### src/rtl/ysyx_mem_arb.sv
// Two-requester memory arbiter: LSU has priority, and a starvation counter makes sure fetch still makes progress.
// Latency is 1 grant cycle plus 1 address cycle plus the slave's latency. Requests wait while busy, with one transaction in flight at a time.
module ysyx_mem_arb #(
    parameter int BIT_W      = 32,
    parameter int STARVE_MAX = 4
) (
    input  logic               clk,
    input  logic               rst,
    input  logic               ifu_avalid,
    input  logic [BIT_W-1:0]   ifu_addr,
    output logic [BIT_W-1:0]   ifu_rdata,
    output logic               ifu_rvalid,
    output logic               ifu_err,
    input  logic               lsu_avalid,
    input  logic               lsu_ren,
    input  logic               lsu_wen,
    input  logic [BIT_W-1:0]   lsu_addr,
    input  logic [BIT_W-1:0]   lsu_wdata,
    input  logic [BIT_W/8-1:0] lsu_wstrb,
    output logic [BIT_W-1:0]   lsu_rdata,
    output logic               lsu_rvalid,
    output logic               lsu_wready,
    output logic               lsu_err,
    output logic               bus_arvalid,
    output logic [BIT_W-1:0]   bus_araddr,
    input  logic               bus_arready,
    input  logic               bus_rvalid,
    input  logic [BIT_W-1:0]   bus_rdata,
    input  logic [1:0]         bus_rresp,
    output logic               bus_awvalid,
    output logic [BIT_W-1:0]   bus_awaddr,
    output logic [BIT_W-1:0]   bus_wdata,
    output logic [BIT_W/8-1:0] bus_wstrb,
    input  logic               bus_awready,
    input  logic               bus_bvalid,
    input  logic [1:0]         bus_bresp
);
    typedef enum logic [2:0] {
        IDLE, IFU_AR, IFU_R, LSU_AR, LSU_R, LSU_W, LSU_B
    } state_t;

    localparam logic [3:0] STARVE_LIM = 4'(STARVE_MAX);

    state_t             state, state_nxt;
    logic [3:0]         starve_cnt, starve_cnt_nxt;
    logic [BIT_W-1:0]   addr_q, addr_nxt;
    logic [BIT_W-1:0]   wdata_q, wdata_nxt;
    logic [BIT_W/8-1:0] wstrb_q, wstrb_nxt;
    logic               lsu_req, lsu_win;

    always_ff @(posedge clk) begin
        if (rst) begin
            state      <= IDLE;
            starve_cnt <= '0;
            addr_q     <= '0;
            wdata_q    <= '0;
            wstrb_q    <= '0;
        end else begin
            state      <= state_nxt;
            starve_cnt <= starve_cnt_nxt;
            addr_q     <= addr_nxt;
            wdata_q    <= wdata_nxt;
            wstrb_q    <= wstrb_nxt;
        end
    end

    always_comb begin
        state_nxt      = state;
        starve_cnt_nxt = starve_cnt;
        addr_nxt       = addr_q;
        wdata_nxt      = wdata_q;
        wstrb_nxt      = wstrb_q;
        lsu_req        = lsu_avalid & (lsu_ren | lsu_wen);
        lsu_win        = lsu_req & (~ifu_avalid | (starve_cnt < STARVE_LIM));
        case (state)
            IDLE: begin
                if (lsu_win) begin
                    state_nxt = lsu_wen ? LSU_W : LSU_AR;
                    addr_nxt  = lsu_addr;
                    wdata_nxt = lsu_wdata;
                    wstrb_nxt = lsu_wstrb;
                    // Only LSU wins taken over a waiting fetch count toward starvation.
                    if (!ifu_avalid)
                        starve_cnt_nxt = '0;
                    else if (starve_cnt != STARVE_LIM)
                        starve_cnt_nxt = starve_cnt + 4'd1;
                end else if (ifu_avalid) begin
                    state_nxt      = IFU_AR;
                    addr_nxt       = ifu_addr;
                    wdata_nxt      = '0;
                    wstrb_nxt      = '0;
                    starve_cnt_nxt = '0;
                end
            end
            IFU_AR: if (bus_arready) state_nxt = IFU_R;
            IFU_R:  if (bus_rvalid)  state_nxt = IDLE;
            LSU_AR: if (bus_arready) state_nxt = LSU_R;
            LSU_R:  if (bus_rvalid)  state_nxt = IDLE;
            LSU_W:  if (bus_awready) state_nxt = LSU_B;
            LSU_B:  if (bus_bvalid)  state_nxt = IDLE;
            default: state_nxt = IDLE;
        endcase
    end

    // Gating with rst means a reset mid-transaction never leaks a response pulse.
    assign bus_arvalid = ~rst & ((state == IFU_AR) | (state == LSU_AR));
    assign bus_awvalid = ~rst & (state == LSU_W);
    assign bus_araddr  = addr_q;
    assign bus_awaddr  = addr_q;
    assign bus_wdata   = wdata_q;
    assign bus_wstrb   = wstrb_q;

    assign ifu_rvalid  = ~rst & (state == IFU_R) & bus_rvalid;
    assign lsu_rvalid  = ~rst & (state == LSU_R) & bus_rvalid;
    assign lsu_wready  = ~rst & (state == LSU_B) & bus_bvalid;
    assign ifu_rdata   = ifu_rvalid ? bus_rdata : '0;
    assign lsu_rdata   = lsu_rvalid ? bus_rdata : '0;
    assign ifu_err     = ifu_rvalid & (|bus_rresp);
    assign lsu_err     = (lsu_rvalid & (|bus_rresp)) | (lsu_wready & (|bus_bresp));
endmodule

### config.mk
export PLATFORM = sky130hd
export DESIGN_NAME = ysyx_mem_arb
export DESIGN_NICKNAME = d
export VERILOG_FILES = /design/src/rtl/ysyx_mem_arb.sv
export SDC_FILE = /design/constraint.sdc
export NUM_CORES = 1
export LEC_CHECK = 0
export ABC_AREA = 1
export BUFFER_PORTS_ARGS = -buffer_cell sky130_fd_sc_hd__buf_2
export CAP_MARGIN = 15
export CELL_PAD_IN_SITES_DETAIL_PLACEMENT = 0
export CELL_PAD_IN_SITES_GLOBAL_PLACEMENT = 1
export CORE_ASPECT_RATIO = 1.4
export CORE_MARGIN = 5
export CORE_UTILIZATION = 22
export DETAILED_ROUTE_END_ITERATION = 12
export PLACE_DENSITY = 0.81
export SYNTH_ARGS = -nofsm -noshare
export SYNTH_HDL_FRONTEND = slang
export SYNTH_SLANG_ARGS = --single-unit
### constraint.sdc
create_clock -name clk -period 1.25 [get_ports clk]
set_input_delay 0.1875 -clock clk [delete_from_list [all_inputs] [get_ports clk]]
set_output_delay 0.1875 -clock clk [all_outputs]
set_load 0.02 [all_outputs]
* Word-level counts from Yosys, hierarchy flattened
Index checks and enable logic that the tools add are counted.
** Operators by class
- Magnitude comparators :: 1
- Eq/ne operators :: 14
- Add/subtract/negate cells :: 1
- Bitwise operators :: 19
- Reductions and logical operators :: 8
- Muxes and demuxes :: 20
** Operators by type and width (number)
- two-way mux 32 bit :: 6
- two-way mux 3 bit :: 8
- two-way mux 4 bit :: 5
- case mux 3 bit (6 select lines) :: 1
- AND 1 bit :: 13
- == test 3 bit (second input constant) :: 3
- inequality test 2 bit (second input constant) :: 4
- == test 3 x 2 -> 1 bit (second input constant) :: 2
- AND reduction 6 bit :: 1
- OR reduction 2 bit :: 3
- adder 4 x 1 -> 4 bit (second input constant) :: 1
- less-than comparator 4 x 3 -> 1 bit (second input constant) :: 1
- inequality test 4 x 3 -> 1 bit (second input constant) :: 1
- bitwise OR 1 bit :: 4
- == test 3 x 1 -> 1 bit (second input constant) :: 1
- zero test 3 bit :: 1
- inequality test 3 x 2 -> 1 bit (second input constant) :: 1
- inequality test 3 bit (second input constant) :: 1
- AND reduction 3 bit :: 1
- inequality test 2 x 1 -> 1 bit (second input constant) :: 1
- NOT 1 bit :: 2
- AND reduction 2 bit :: 1
- nonzero test 2 bit :: 1
** Storage, ports and cells
- Register bits after elaboration :: 75
- Logic and storage cells :: 68
- Output and inout bits :: 171
- Bits of input ports :: 146

* Longest topological paths before layout
- Depth after elaboration :: 5
- Gate-level depth with buffers :: 11
- Gate-level depth less buffers :: 9

* Worst setup path before layout
No wires, ideal clock.
- Path type :: reg-to-output
- From :: register state[1]
- To :: output port lsu_err
- Data required time :: 1.062 ns
- Stages on the path, launching flop included :: 6
- Path buffers :: 1
- Slack :: -0.560 ns
- Arrival :: 1.623 ns
- Cells stage by stage :: dfxtp_1 buf_4 nand2_1 nor4_1 o21ai_0 o21ai_0
** Between the ends
- Longest elaborated chain between the ends :: 5
** RTL lines
- start, declared :: line 44 : state_t state, state_nxt;
- start signal, assigned :: line 59 : state <= state_nxt;
- == test 3 bit :: line 115 : assign lsu_wready = ~rst & (state == LSU_B) & bus_bvalid;
- AND 1 bit (2 in series) :: line 115
- net lsu_wready :: line 22 : output logic lsu_wready,
- AND 1 bit :: line 119 : assign lsu_err = (lsu_rvalid & (|bus_rresp)) | (lsu_wready & (|bus_bresp));
- bitwise OR 1 bit :: line 119
- end, declared :: line 23 : output logic lsu_err,
The timed path passes the listed nets, and every way through them passes these cells.

* Worst setup path after layout
- From :: register state[1]
- To :: output port lsu_err
** Between the ends
- Longest elaborated chain between the ends :: 5
** RTL lines (line)
- == test 3 bit, on equally long branches :: 114, 115
- AND 1 bit, on equally long branches (2 in series) :: 114, 115
- AND 1 bit :: 119
- bitwise OR 1 bit * :: 119
Every way passes the cells marked *; elsewhere a longest branch is shown, timed or not.

==> flow_results.xml <==
<?xml version="1.0" encoding="UTF-8"?>
<metrics>
  <group name="logic_synthesis">
    <metric name="synth_top_cells_by_area" unit="">sky130_fd_sc_hd__dfxtp_1 38%, sky130_fd_sc_hd__nand2_1 20%, sky130_fd_sc_hd__a21oi_1 8.8%, sky130_fd_sc_hd__buf_4 8.3%, sky130_fd_sc_hd__nor2_1 7.6%</metric>
    <metric name="ys_seq_elements" unit="">75</metric>
    <metric name="syn-num-nets" unit="">775</metric>
    <metric name="asyncSetResetFlopFracSynth" unit="%">0</metric>
    <metric name="postSynthAreaPerCell" unit="sq um">6.330</metric>
    <metric name="synth_edf_count" unit="">0</metric>
    <metric name="synth_area_in_compound_gates" unit="%">10.40</metric>
    <metric name="yosys-mux-area-fraction" unit="%">0</metric>
    <metric name="synth_top_flop_cell" unit="">sky130_fd_sc_hd__dfxtp_1</metric>
    <metric name="synth_warnings" unit="">0</metric>
    <metric name="synthXorXnorAreaFrac" unit="%">0</metric>
    <metric name="synth_cells" unit="">627</metric>
    <metric name="synth_area_leader_cell" unit="">sky130_fd_sc_hd__dfxtp_1</metric>
    <metric name="yosys.cell_count.top_type" unit="">sky130_fd_sc_hd__nand2_1</metric>
    <metric name="post_synth_and_or_nand_nor_area_fraction" unit="%">34.68</metric>
    <metric name="syn-cell-area" unit="sq um">3969</metric>
    <metric name="synth_top_area_share" unit="%">37.83</metric>
    <metric name="yosysSeqAreaShare" unit="%">37.83</metric>
    <metric name="most_frequent_cells_after_synthesis" unit="">214 x sky130_fd_sc_hd__nand2_1, 80 x sky130_fd_sc_hd__nor2_1, 75 x sky130_fd_sc_hd__dfxtp_1</metric>
    <metric name="yosys.cell_types.count" unit="">22</metric>
    <metric name="post_synth_fa_ha_maj_area_fraction" unit="%">0.6305</metric>
    <metric name="synth_top_family_by_area" unit="">simple AND/OR/NAND/NOR gates</metric>
  </group>
  <group name="clock_tree">
    <metric name="cts-htree-levels" unit="">3</metric>
    <metric name="ctsHoldBuffers" unit="">0</metric>
    <metric name="cts_max_path_buffers" unit="">2</metric>
    <metric name="clk_pin_slew_worst_paths" unit="ns">0.06</metric>
    <metric name="worstSkewPairLatency" unit="ns">0.33</metric>
    <metric name="numCtsBuffers" unit="">9</metric>
    <metric name="cts.sink_count" unit="">75</metric>
    <metric name="clock_tree.root_cell" unit="">sky130_fd_sc_hd__clkbuf_16</metric>
    <metric name="cts_tree" unit="">done</metric>
  </group>
  <group name="detailed_routing">
    <metric name="postRouteWirelength" unit="mm">19.20</metric>
    <metric name="route.vias.total" unit="">5179</metric>
    <metric name="route.detailed.wl_per_inst" unit="um">16.03</metric>
    <metric name="detailed_route_drc_error_count" unit="">0</metric>
    <metric name="route.antenna.remaining_nets" unit="">0</metric>
    <metric name="detailedRoute.firstPassIterationCount" unit="">4</metric>
    <metric name="drt_iter0_drc" unit="">158</metric>
    <metric name="drt-vias-per-instance" unit="">4.323</metric>
  </group>
  <group name="global_route">
    <metric name="via_count_of_the_first_global_routing_pass" unit="">4997</metric>
    <metric name="grt_start_max_net_pins" unit="">43</metric>
    <metric name="grt_antenna_before_repair" unit="">2</metric>
    <metric name="grt_use_total" unit="%">16.65</metric>
    <metric name="grt_overflow" unit="">0</metric>
    <metric name="grt_pass1_wl" unit="mm">26.83</metric>
  </group>
  <group name="placement">
    <metric name="placement.cell_area" unit="sq um">6341</metric>
    <metric name="place.detailed.hpwl" unit="mm">12.70</metric>
    <metric name="routabilityCongestion" unit="">0.7681</metric>
    <metric name="numPortBuffers" unit="">316</metric>
    <metric name="place.detailed.instances" unit="">1151</metric>
  </group>
  <group name="pwr">
    <metric name="p_total" unit="mW">14.12</metric>
    <metric name="pwr_density_cell" unit="nW/um^2">1697</metric>
    <metric name="cellLeakagePower" unit="nW">4.004</metric>
    <metric name="power.ir.vdd_worst" unit="uV">816.8</metric>
  </group>
  <group name="die">
    <metric name="io-pin-count" unit="">317</metric>
    <metric name="die-height" unit="um">168.9</metric>
    <metric name="number_of_rows_in_the_core_area" unit="">58</metric>
    <metric name="die-area" unit="sq um">20860</metric>
    <metric name="die_width" unit="um">123.5</metric>
    <metric name="start_util" unit="%">22.23</metric>
    <metric name="core" unit="sq um">17850</metric>
  </group>
  <group name="setup_path">
    <metric name="timing_worst_setup_path_type" unit="">reg2out</metric>
    <metric name="crit_required" unit="ns">1.06</metric>
    <metric name="critPathCaptureType" unit="">output port</metric>
    <metric name="startpoint_type" unit="">flip-flop</metric>
    <metric name="worst_path_cell_chain" unit="">nor3_4 -&gt; nand3_4 -&gt; buf_12 -&gt; o21ai_4 -&gt; buf_6</metric>
    <metric name="slowest_stage_cell_cp" unit="">sky130_fd_sc_hd__dfxtp_4</metric>
    <metric name="critical_path.max_stage_delay" unit="ns">0.36</metric>
    <metric name="critical_path_peak_fanout" unit="">7</metric>
    <metric name="timing.critical_path.arrival" unit="ns">1.55</metric>
  </group>
  <group name="hold_path">
    <metric name="hp-class" unit="">in2reg</metric>
  </group>
  <group name="timing">
    <metric name="maxSlewHeadroom" unit="%">58.68</metric>
    <metric name="post-route-period-util" unit="%">139.1</metric>
    <metric name="setup_viol_count_final" unit="">145</metric>
    <metric name="post-route-min-period" unit="ns">1.739</metric>
    <metric name="final-max-slew-violation-count" unit="">0</metric>
    <metric name="final_hold_viol_count" unit="">0</metric>
    <metric name="achievable-frequency" unit="MHz">575.0</metric>
    <metric name="measured_slew_at_the_worst_slew_check_pin" unit="ns">0.6198</metric>
    <metric name="setup_repair_after_global_routing_missed_its_margin" unit="">yes</metric>
    <metric name="fin_hold_ws" unit="ns">0.1106</metric>
    <metric name="timing.clock.skew" unit="ns">0.008197</metric>
    <metric name="final_critical_path_setup_slack" unit="ns">-0.4892</metric>
  </group>
  <group name="run_status">
    <metric name="outcome" unit="">complete, but fails checks</metric>
    <metric name="failed_checks" unit="">setup timing</metric>
  </group>
  <group name="layout">
    <metric name="area_growth_syn_to_fin" unit="%">109.7</metric>
    <metric name="fin_cells" unit="">1198</metric>
    <metric name="num_antenna_cells" unit="">0</metric>
    <metric name="final_nets" unit="">1102</metric>
    <metric name="postLayoutCoreUtil" unit="%">46.62</metric>
    <metric name="final_layout_size_suffix_gt1_share" unit="%">60.54</metric>
    <metric name="final_cell_area" unit="sq um">8323</metric>
  </group>
  <group name="job">
    <metric name="maxCapViolCount" unit="">0</metric>
  </group>
</metrics>
-- critical path: cells and delay by family (launching register included) --
| family | cells | cell delay [ns] |
|---|---|---|
| and+or+nand+nor | 2 | 0.39 |
| DFF | 1 | 0.36 |
| buffers and inverters | 2 | 0.33 |
| AOI/OAI and AO/OA | 1 | 0.14 |
-- power by group --
group	switching [mW]	internal, mW	total [mW]
registers	0.368	2.87	3.24
clock network	1.00	1.64	2.64
logic	4.27	3.97	8.24
total	5.64	8.48	14.1
-- path summary, 6_finish.rpt --
path	start	end	slack, ns	cells past startpoint
max	state[1]	lsu_err	-0.49	5
min	lsu_wdata[22]	bus_wdata[22]	0.11	3
max reg2reg	state[1]	bus_araddr[17]	-0.34	11
min reg2reg	starve_cnt[3]	starve_cnt[3]	0.44	2
-- metrics by stage --
stage                     setup WS [ns]  setup TNS [ns]
final                           -0.4892          -51.58
after global routing            -0.5704          -61.64
after CTS                       -0.5047          -45.59
after detailed placement        -0.2058          -19.22
after global placement          -0.1483          -15.83
after floorplan                 -0.1222          -7.153
-- layer usage --
| layer | global-route usage, % | routed length (um) | up-vias |
|---|---|---|---|
| li1 | - | - | 2572 |
| met1 | 18.52 | 7341 | 2352 |
| met2 | 31.20 | 10140 | 234 |
| met3 | 4.278 | 1486 | 19 |
| met4 | 3.663 | 214 | 2 |
| met5 | 0 | 13 | - |
-- what timing repair did --
item	CTS	global route
pin swaps	4	32
cloned	16	4
buffers inserted	9	9
endpoints found under the setup margin	145	145
resized for setup	174	138
-- layout by cell type (no fill, tap or decap), types with 2 or more instances in the layout --
| cell type | synthesis | routed |
|---|---|---|
| sky130_fd_sc_hd__nand3b_1 | 2 | 2 |
| sky130_fd_sc_hd__inv_4 | 0 | 3 |
| sky130_fd_sc_hd__nor2_2 | 2 | 4 |
| sky130_fd_sc_hd__o21ai_2 | 1 | 2 |
| sky130_fd_sc_hd__inv_6 | 0 | 3 |
| sky130_fd_sc_hd__clkbuf_16 | 0 | 13 |
| sky130_fd_sc_hd__nand2_1 | 214 | 184 |
| sky130_fd_sc_hd__nor2_4 | 0 | 65 |
| sky130_fd_sc_hd__o21ai_1 | 0 | 2 |
| sky130_fd_sc_hd__inv_1 | 48 | 44 |
| sky130_fd_sc_hd__buf_4 | 44 | 27 |
| sky130_fd_sc_hd__a21oi_1 | 70 | 36 |
| sky130_fd_sc_hd__o21ai_4 | 0 | 2 |
| sky130_fd_sc_hd__o21ai_0 | 8 | 3 |
| sky130_fd_sc_hd__nor3_4 | 0 | 2 |
| sky130_fd_sc_hd__ha_1 | 2 | 2 |
| sky130_fd_sc_hd__nand3_1 | 42 | 17 |
| sky130_fd_sc_hd__buf_6 | 1 | 77 |
| sky130_fd_sc_hd__nand2_4 | 0 | 6 |
| sky130_fd_sc_hd__clkbuf_8 | 0 | 2 |
| sky130_fd_sc_hd__buf_12 | 0 | 19 |
| sky130_fd_sc_hd__nor2_1 | 80 | 13 |
| sky130_fd_sc_hd__nand3_2 | 0 | 14 |
| sky130_fd_sc_hd__clkinv_2 | 0 | 2 |
| sky130_fd_sc_hd__nand3_4 | 0 | 11 |
| sky130_fd_sc_hd__buf_16 | 0 | 11 |
| sky130_fd_sc_hd__dfxtp_1 | 75 | 72 |
| sky130_fd_sc_hd__nand2_2 | 1 | 25 |
| sky130_fd_sc_hd__dfxtp_4 | 0 | 3 |
| sky130_fd_sc_hd__a21oi_2 | 0 | 34 |
| sky130_fd_sc_hd__bufbuf_16 | 0 | 2 |
| sky130_fd_sc_hd__buf_2 | 15 | 247 |
-- cell type report --
type                            instances  area, sq um
Clock buffer                           11        252.7
Clock inverter                          4        48.80
Fill cell                            1764         9529
Inverter                               51        221.5
Multi-Input combinational cell        429         2818
Sequential cell                        75         1513
Tap cell                              240        300.3
Timing Repair Buffer                  388         3169
-- cells by family (layout without fill, tap and decap cells) --
family                   count (synthesis)  in the layout
adder cells (fa/ha/maj)                  2              2
buffers and inverters                  123            454
AO/OA/AOI/OAI                           81             81
flip-flops                              75             75
AND/OR/NAND/NOR                        346            346
-- state kept, by name, indices dropped and copies added, names as in the netlist --
name        count
bus_wdata      32
starve_cnt      4
state           3
bus_wstrb       4
bus_araddr     32
Power figures use the tool's default switching activity.
